<file path="src/rtl/alu_operand_issue.sv">
// Decode / operand-issue stage feeding the ALU: decodes one instruction per cycle,
// reads the register file, stalls on scoreboard hazards and holds a registered operand bundle.
module alu_operand_issue #(
  parameter int DATA_WIDTH = 32,
  parameter int NUM_REGS   = 32,
  parameter int REG_AW     = $clog2(NUM_REGS)
) (
  input  logic                  clk_i,
  input  logic                  arst_ni,
  input  logic [31:0]           instr_i,
  input  logic                  instr_valid_i,
  output logic                  instr_ready_o,
  input  logic                  flush_i,
  output logic [REG_AW-1:0]     rf_rs1_addr_o,
  output logic [REG_AW-1:0]     rf_rs2_addr_o,
  input  logic [DATA_WIDTH-1:0] rf_rs1_data_i,
  input  logic [DATA_WIDTH-1:0] rf_rs2_data_i,
  output logic                  ex_valid_o,
  input  logic                  ex_ready_i,
  output logic [1:0]            ex_func_o,
  output logic [5:0]            ex_imm_o,
  output logic [DATA_WIDTH-1:0] ex_rs1_data_o,
  output logic [DATA_WIDTH-1:0] ex_rs2_data_o,
  output logic [REG_AW-1:0]     ex_rd_o,
  input  logic                  wb_valid_i,
  input  logic [REG_AW-1:0]     wb_rd_i,
  output logic                  illegal_o
);

  localparam logic [3:0] OP_ADD  = 4'h0;
  localparam logic [3:0] OP_SUB  = 4'h1;
  localparam logic [3:0] OP_ADDI = 4'h2;

  logic [3:0]          op;
  logic [REG_AW-1:0]   rd;
  logic [5:0]          imm;
  logic                legal;
  logic                hazard;
  logic                accept;
  logic                ex_fire;
  logic                unused_low_bits;

  logic [NUM_REGS-1:0] busy_reg;
  logic [NUM_REGS-1:0] busy_next;
  logic                ex_valid_reg;
  logic                illegal_reg;
  logic [1:0]          func_reg;
  logic [5:0]          imm_reg;
  logic [DATA_WIDTH-1:0] rs1_data_reg;
  logic [DATA_WIDTH-1:0] rs2_data_reg;
  logic [REG_AW-1:0]   rd_reg;

  assign op            = instr_i[31:28];
  assign rd            = instr_i[27:23];
  assign rf_rs1_addr_o = instr_i[22:18];
  assign rf_rs2_addr_o = instr_i[17:13];
  assign imm           = instr_i[12:7];
  assign unused_low_bits = ^instr_i[6:0];

  assign legal = (op == OP_ADD) || (op == OP_SUB) || (op == OP_ADDI);

  // Illegal opcodes are consumed regardless of the scoreboard.
  always_comb begin
    hazard = 1'b0;
    if (legal) begin
      hazard = busy_reg[rf_rs1_addr_o] || busy_reg[rd] ||
               ((op != OP_ADDI) && busy_reg[rf_rs2_addr_o]);
    end
  end

  assign instr_ready_o = arst_ni && !flush_i && !hazard && (!ex_valid_reg || ex_ready_i);
  assign accept        = instr_valid_i && instr_ready_o;
  assign ex_fire       = ex_valid_reg && ex_ready_i;

  // Clears first, then the issuing set, so a same-cycle set wins over a clear.
  always_comb begin
    busy_next = busy_reg;
    if (wb_valid_i) begin
      busy_next[wb_rd_i] = 1'b0;
    end
    if (flush_i && ex_valid_reg && !ex_ready_i) begin
      busy_next[rd_reg] = 1'b0;
    end
    if (accept && legal) begin
      busy_next[rd] = 1'b1;
    end
    busy_next[0] = 1'b0;
  end

  always_ff @(posedge clk_i or negedge arst_ni) begin
    if (!arst_ni) begin
      busy_reg     <= '0;
      ex_valid_reg <= 1'b0;
      illegal_reg  <= 1'b0;
      func_reg     <= '0;
      imm_reg      <= '0;
      rs1_data_reg <= '0;
      rs2_data_reg <= '0;
      rd_reg       <= '0;
    end else begin
      busy_reg    <= busy_next;
      illegal_reg <= accept && !legal;
      if (accept && legal) begin
        ex_valid_reg <= 1'b1;
        func_reg     <= op[1:0];
        imm_reg      <= imm;
        rs1_data_reg <= rf_rs1_data_i;
        rs2_data_reg <= rf_rs2_data_i;
        rd_reg       <= rd;
      end else if (ex_fire || flush_i) begin
        ex_valid_reg <= 1'b0;
      end
    end
  end

  assign ex_valid_o    = ex_valid_reg;
  assign illegal_o     = illegal_reg;
  assign ex_func_o     = func_reg;
  assign ex_imm_o      = imm_reg;
  assign ex_rs1_data_o = rs1_data_reg;
  assign ex_rs2_data_o = rs2_data_reg;
  assign ex_rd_o       = rd_reg;

endmodule

</file>
<file path="config.mk">
export PLATFORM = sky130hd
export DESIGN_NAME = alu_operand_issue
export DESIGN_NICKNAME = d
export VERILOG_FILES = /design/src/rtl/alu_operand_issue.sv
export SDC_FILE = /design/constraint.sdc
export NUM_CORES = 1
export LEC_CHECK = 0
export CAP_MARGIN = 20
export CORE_MARGIN = 1.5
export CORE_UTILIZATION = 31
export CTS_BUF_LIST = sky130_fd_sc_hd__clkbuf_2
export DETAILED_ROUTE_END_ITERATION = 8
export GPL_TIMING_DRIVEN = 0
export MAX_ROUTING_LAYER = met4
export PLACE_DENSITY = 0.64
export SYNTH_ARGS = -nofsm -noshare
export SYNTH_HDL_FRONTEND = slang
export SYNTH_SLANG_ARGS = --single-unit
</file>
<file path="constraint.sdc">
create_clock -name clk_i -period 4.9 [get_ports clk_i]
set_clock_uncertainty 0.15 [all_clocks]
set_input_delay 0.98 -clock clk_i [delete_from_list [all_inputs] [get_ports clk_i]]
set_output_delay 0.98 -clock clk_i [all_outputs]
set_load 0.03 [all_outputs]
</file>
Word-level counts from Yosys, hierarchy flattened

Index checks and enable logic that the tools add are counted.

Flip-flop bits (word level): 110
Bits of input ports: 107
Output and inout bits: 90
Logic and storage cells: 68

Order comparisons: 8
Equality and inequality tests: 3
Muxes and demuxes: 18
Bitwise logic cells: 5
Reduce and logical (&&, ||, !) cells: 26

Operators by type and width:

| operator             | number |
|---|---|
| $mux W32             | 3 |
| $and A32 B32 Y32     | 2 |
| $not A32 Y32         | 2 |
| $or A32 B32 Y32      | 1 |
| $lt A5 B6 Y1 const B | 5 |
| $bmux W1 S5          | 3 |
| $demux W1 S5         | 3 |
| $ge A5 B1 Y1 const B | 3 |
| $logic_and A1 B1 Y1  | 13 |
| $mux W1              | 9 |
| $logic_or A1 B1 Y1   | 6 |
| $logic_not A1 Y1     | 5 |
| $eq A4 B1 Y1 const B | 1 |
| $eq A4 B2 Y1 const B | 1 |
| $logic_not A4 Y1     | 1 |
| $ne A4 B2 Y1 const B | 1 |
| $reduce_bool A2 Y1   | 1 |

Logic depth before layout (Yosys ltp)

Gate-level depths: netlist of run 1.

Depth after elaboration: 11
Mapped depth: 11
Mapped depth without buffers: 6

Least setup slack after synthesis of run 1

Ideal clock, no wire load.

Path kind: input to output
Start: input port instr_i[23]
End: output port instr_ready_o
Arrival: 3,501 ps
Data required time: 3,770 ps
Path slack: 269 ps
Stages: 7
Path buffers: 1
Cells stage by stage: buf_2 -> mux4_2 -> a32oi_1 -> nand3_1 -> nor4_2 -> or3b_2 -> a2111oi_2

Longest elaborated chain between the ends: 8

Ends and longest elaborated chain:

| item                             | line | text |
|---|---|---|
| start: declaration               | 10   | `input logic [31:0] instr_i,` |
| $bmux W1 S5                      | 66   | `hazard = busy_reg[rf_rs1_addr_o] \|\| busy_reg[rd] \|\|` |
| $mux W1 (implied by the code)    | 66   |  |
| $logic_or A1 B1 Y1 (2 in a row)  | 66   |  |
| $mux W1                          | 65   | `if (legal) begin` |
| $logic_not A1 Y1                 | 71   | `assign instr_ready_o = arst_ni && !flush_i && !hazard && (!ex_valid_reg \|\| ex_ready_i);` |
| $logic_and A1 B1 Y1 (2 in a row) | 71   |  |
| end: declaration                 | 12   | `output logic instr_ready_o,` |

Every way passes these cells. The select of a mux whose other input is x is not followed.

Worst setup path in the final report of run 1

Ends and elaborated chain as after synthesis.

==> reports/results.ini, run 1 <==
[critical_path]
crit_family=simple AND/OR/NAND/NOR gates
cp_max_fo=10
required_ps=3770
arrival_ps=3550
critPathBufInv=2
crit_top_cell=buf_2
slowest_delay_ps=550
cp_slowest_cell=mux4_2
worstSetupEndpointType=primary output
worstSetupPathType=input port to primary output
path_cells=buf_2 -> mux4_2 -> a32oi_1 -> nand3_1 -> nor4_4 -> or3b_2 -> a2111oi_2 -> buf_2
crit_path_start_kind=input port

[finish]
syn_to_final_growth_pct=39.8
diodes=0
multi_input_area_mm2=0.00267
final_layout_size_suffix_gt1_share_pct=30.6
nets=727
seqCellArea_mm2=0.00275
nFillCells=1708

[sta]
setup_viol=0
finalWorstSetupSlack_ps=220
max_freq_ghz=0.214
period_needed_ps=4680
worst_slew_pin_slew_ps=783
finalHoldViolations=0
drv_slew=0
relSlewSlack_pct=47.7
rsz0062_at_grt=no
finalSetupTns_ps=0
finalCritPeriodShare_pct=95.5

[global_routing]
grt_max_degree=72
grt_usage_pct=18.4
overflow=0
grt_pass1_vias=4897
grt_pass1_wl_um=27200
antenna_found_initial=0

[floorplanning]
std_cell_rows=49
boundaryPins=197
die_h_um=139
die_area_mm2=0.0193
core_area_mm2=0.0180
die_w_um=139
start_util_pct=31.7

[placed_design]
port_buffers=179
dp_hpwl_um=12500
gp_congestion=0.868
place_ws_ps=-387

[synthesis]
synth_compound_area_share_pct=13.3
synth_xor_area_share_pct=0
ys_seq_area_share_pct=48.1
synth-async-reset-ratio_pct=100
synth-main-ff-cell=dfrtp_1
synth_top_family_by_area=multiplexers
synth_simple_gate_area_share_pct=8.58
synth-edff-count=0
synthDistinctLibCells=46
netlist_area_mm2=0.00572
synthAdderAreaFrac_pct=0
synthMuxAreaShare_pct=24.7
netlist_instances=429
ys_ff_latch=110
yosys_warnings=0
synth_nets=536
syn_avg_cell_area_um2=13.3

[clock_network]
insertion_delay_ps=610
root_buffer=clkbuf_2
clock_sinks=110
tritoncts=yes
clk_pin_slew_worst_paths_ps=290
clockBufferDepth=2
h-tree-depth=3
postCtsHoldBufs=0
cts-buffers-inserted=9

[routing]
drt_iter0_drc=308
avgRoutedWirePerCell_um=20.0
avgViaCountPerCell=5.42
ant_nets=0
route.final.wire_length_um=17100
dr.pass1.iters=5
drc=0
num_vias=4627

[pwr]
ir_worst_vdd_mv=0.161
cellLeakagePower_nw=3.46
powerDensity_mw_per_mm2=300

[job]
cap_violations=0

[worst_hold_path]
min-delay-path-class=input port to async pin

[status]
outcome=finished, final reports clean

==> synth_stat cells (all sizes together) (2+ instances only) <==
library cell | instances | area [um2]
a221oi | 3 | 26.3
a31o | 31 | 272
and3 | 2 | 12.5
and3b | 5 | 43.8
buf | 31 | 241
clkbuf | 12 | 45.0
dfrtp | 110 | 2750
inv | 5 | 18.8
mux2 | 88 | 991
mux2i | 15 | 150
mux4 | 12 | 270
nand2 | 13 | 48.8
nand2b | 2 | 12.5
nand3 | 5 | 25.0
nand3b | 8 | 60.1
nor2 | 11 | 41.3
nor2b | 5 | 31.3
nor3 | 2 | 10.0
nor3b | 5 | 37.5
nor4 | 2 | 25.0
nor4b | 3 | 32.5
o221a | 31 | 349
o22ai | 3 | 18.8
o2bb2ai | 2 | 17.5
or3 | 4 | 25.0
or3b | 5 | 43.8
==> logic make-up after synthesis <==
kind of cell | count (synthesis)
compound gates | 79
buf+inv | 48
flops | 110
mux | 115
simple gates | 77
==> repair_timing <==
item / CTS / global route
cloned: 0 / 0
setup buffers: 0 / 0
gates resized for setup: 7 / 9
setup endpoints to repair: 1 / 1
hold endpoints to repair: 0 / 0
==> power breakdown <==
part	total (W)	switching, W	leakage [nW]	internal, W
clock network	0.000524	0.000304	0.0898	0.000220
registers	0.00108	0.0000629	1.48	0.00102
logic	0.000791	0.000422	1.89	0.000369
total	0.00240	0.000788	3.46	0.00161
==> worst reg2reg max path, cell delays in order (launching register included) <==
cell and delay (ps):
dfrtp_1 510, mux4_2 480, a32oi_1 210, nand3_1 140, nor4_4 370, nor4b_2 250
buf_4 280, buf_6 200, mux2_2 340
==> through the flow <==
| step | cells | area [um2] | power, W | hold WS (ps) | utilization (%) |
|---|---|---|---|---|---|
| after floorplan | 429 | 5720 | 0.00150 | 471 | - |
| after global placement | 837 | 7800 | 0.00188 | 318 | 43.3 |
| after detailed placement | 838 | 7820 | 0.00189 | 324 | 43.4 |
| after CTS | 854 | 7990 | 0.00242 | 114 | 44.3 |
| after global routing | 854 | 8000 | 0.00251 | 121 | 44.4 |
| final | 854 | 8000 | 0.00240 | 139 | 44.4 |
==> metal layers <==
layer  up-vias  track usage [%]  part of all wire (%)  wire, um
li1       2031                -                     -         -
met1      2312             22.9                    42      7130
met2       254             28.9                    48      8140
met3        30             4.52                   8.7      1490
met4         0             7.13                   1.9       327
met5         -                -                     0         0
==> worst paths after layout <==
path                                          startpoint                       endpoint  depth (start not counted)  slack (ps)
setup / recovery                             instr_i[23]                  instr_ready_o                          8         220
hold / removal                                   arst_ni         busy_reg[14]$_DFF_PN0_                          1         140
setup reg to reg                  busy_reg[18]$_DFF_PN0_  ex_rs2_data_o[21]$_DFFE_PN0P_                          8        1870
hold reg to reg            ex_rs1_data_o[16]$_DFFE_PN0P_  ex_rs1_data_o[16]$_DFFE_PN0P_                          1         380
max in group asynchronous                        arst_ni   ex_rs1_data_o[0]$_DFFE_PN0P_                          2        3650
min in group clk_i         ex_rs1_data_o[16]$_DFFE_PN0P_  ex_rs1_data_o[16]$_DFFE_PN0P_                          1         380
==> area by class of cell <==
cell class	instances	share of cell area [%]
Multi-Input combinational cell	271	33.4
Sequential cell	110	34.4
Clock buffer	10	0.626
Inverter	5	0.235
Timing Repair Buffer	180	22.7
Tap cell	229	3.58
Buffer	43	3.69
Clock inverter	6	1.38
==> placed cells by master, fill, tap and decap left out, types with 4 or more instances in the layout <==
cell type / Yosys / layout
clkdlybuf4s50_1: 0 / 176
dfrtp_1: 110 / 110
mux2_2: 69 / 69
o221a_2: 31 / 31
a31o_2: 21 / 21
mux2_1: 19 / 19
mux2i_1: 15 / 15
clkbuf_2: 0 / 14
nand2_1: 13 / 13
mux4_2: 12 / 12
buf_4: 12 / 12
buf_6: 10 / 11
nor2_1: 11 / 11
a31o_1: 10 / 10
clkbuf_1: 12 / 8
nand3b_1: 8 / 8
nor3b_1: 5 / 5
and3b_1: 5 / 5
buf_2: 4 / 5
buf_1: 5 / 5
or3b_2: 5 / 5
inv_1: 5 / 5
nor2b_1: 5 / 5
nand3_1: 5 / 5
or3_1: 4 / 4
Note: power is estimated with default switching activity, not from simulation.
==> run 2, diff against run 1 <==
Clock period 4.9 ns to 5.15 ns, I/O delays scaled along.
==> run 2 against run 1 <==
  * Global-route usage unchanged
  * Sequential share of layout area is 0.081 points higher
  * Sequential cell count unchanged
  * Sequential power down 5%
  * Die area unchanged
  * Total power down 5.0%
  * Critical endpoint unchanged
  * Count of clock-buffer cells in the layout is the same
  * Cell count unchanged
==> reports/results.ini, run 2 (same netlist as run 1, synthesis figures left out) <==
[routing]
ant_nets=0
route.final.wire_length_um=17000
avgRoutedWirePerCell_um=19.9
avgViaCountPerCell=5.39
drc=0
num_vias=4604
dr.pass1.iters=5
drt_iter0_drc=322

[floorplanning]
core_area_mm2=0.0180
die_area_mm2=0.0193
std_cell_rows=49
boundaryPins=197
die_w_um=139
die_h_um=139
start_util_pct=31.7

[sta]
rsz0062_at_grt=no
finalSetupTns_ps=0
finalHoldViolations=0
finalCritPeriodShare_pct=95.3
drv_slew=0
fin_hold_ws_ps=199
relSlewSlack_pct=47.3
setup_viol=0
period_needed_ps=4910
max_freq_ghz=0.204
worst_slew_pin_slew_ps=789

[pwr]
combPwrFrac_pct=33.0
intPower_w=0.00153
powerDensity_mw_per_mm2=285
switchingPower_w=0.000748
switching_share_pct=32.9
seqPwrFrac_pct=45.2
ir_worst_vdd_mv=0.153
cellLeakagePower_nw=3.43
clkPwrFrac_pct=21.9

[clock_network]
h-tree-depth=3
tritoncts=yes
cts_resized=1
clk_pin_slew_worst_paths_ps=290
cts-buffers-inserted=9
clock_sinks=110
postCtsHoldBufs=0
clockBufferDepth=2
post_cts_buffers=0
root_buffer=clkbuf_2
insertion_delay_ps=600

[global_routing]
grt_usage_pct=18.4
overflow=0
grt_pass1_vias=4897
grt_max_degree=72
antenna_found_initial=0
grt_pass1_wl_um=27200

[critical_path]
startpoint=instr_i[15]
reg2reg_from=busy_reg[18]$_DFF_PN0_
required_ps=3970
timing.rr.end=ex_rs2_data_o[21]$_DFFE_PN0P_
worstSetupPathType=input port to primary output
regToRegSetupSlack_ps=2080
cp_max_fo=10
worstSetupEndpoint=instr_ready_o
worstSetupEndpointType=primary output
crit_path_start_kind=input port
reg2regPathDepth=8
arrival_ps=3730

[finish]
syn_to_final_growth_pct=39.5
nets=727
final_layout_size_suffix_gt1_share_pct=30.1
final_cell_mix=clkdlybuf4s50_1, dfrtp_1, mux2_2
diodes=0
final_cells=854
final_area_mm2=0.00798
final_common_cell=clkdlybuf4s50_1

[placed_design]
dpl_cell_area_mm2=0.00782
gp_congestion=0.868
port_buffers=179
dp_hpwl_um=12500
dp.cells=838

[status]
outcome=finished, final reports clean

[job]
cap_violations=0

[worst_hold_path]
min-delay-path-class=input port to async pin

## run 2: cell types whose count changed in the layout (fill, tap and decap cells not counted), sizes merged
cell,change
buf,-1
clkbuf,+1
clkdlybuf4s50,+1
dlymetal6s2s,-1
## run 2: through the flow
stage | total power [W] | worst slack (ps) | utilization, %
after floorplan | 0.00143 | 419 | -
after global placement | 0.00179 | -2830 | 43.3
after detailed placement | 0.00180 | -237 | 43.4
after CTS | 0.00231 | 44.1 | 44.3
after global routing | 0.00239 | 50.6 | 44.3
final | 0.00228 | 243 | 44.3
## run 2: worst min path at each step
stage               slack, ps                            end  depth (start not counted)                           from
floorplan                 470         busy_reg[30]$_DFF_PN0_                          2         busy_reg[30]$_DFF_PN0_
global placement          320  ex_rs2_data_o[28]$_DFFE_PN0P_                          1  ex_rs2_data_o[28]$_DFFE_PN0P_
detailed placement        320  ex_rs1_data_o[16]$_DFFE_PN0P_                          1  ex_rs1_data_o[16]$_DFFE_PN0P_
CTS                       160        ex_imm_o[1]$_DFFE_PN0P_                          1                        arst_ni
global route              170         busy_reg[15]$_DFF_PN0_                          1                        arst_ni
finish                    200         busy_reg[14]$_DFF_PN0_                          1                        arst_ni
## run 2: metal layers
layer  vias up  global-route usage [%]  part of all wire, %  wire, um
li1       2029                       -                    -         -
met3        27                    4.52                  9.2      1570
met5         -                       -                    0         0
met1      2284                    22.9                   41      6950
met2       264                    28.9                   48      8140
met4         0                    7.13                  1.9       331
## run 2: power groups by stage
stage / clock network (W) / registers [W] / logic, W
6_report: 0.000498 / 0.00103 / 0.000750
5_1_grt: 0.000552 / 0.00105 / 0.000791
4_1_cts: 0.000517 / 0.00103 / 0.000758
3_5_place_dp: 0 / 0.00105 / 0.000755
3_3_place_gp: 0 / 0.00104 / 0.000747
2_1_floorplan: 0 / 0.00124 / 0.000181
## run 2: critical path, stage by stage
cell and delay [ps]:
clkdlybuf4s50_1 600, buf_4 260, mux2i_1 210, mux4_2 260, and3b_1 170, nor4_2 60, or3b_2 490, a2111oi_2 380
clkbuf_2 270
## run 2: final cells by class
cell class                 count  area [um2]
fill                        1713       10000
inverter                       5        18.8
clock inverter                 6         110
tap                          229         287
sequential                   110        2750
timing repair buffer         180        1810
clock buffer                  10        50.0
multi-input combinational    271        2660
buffer                        43         288
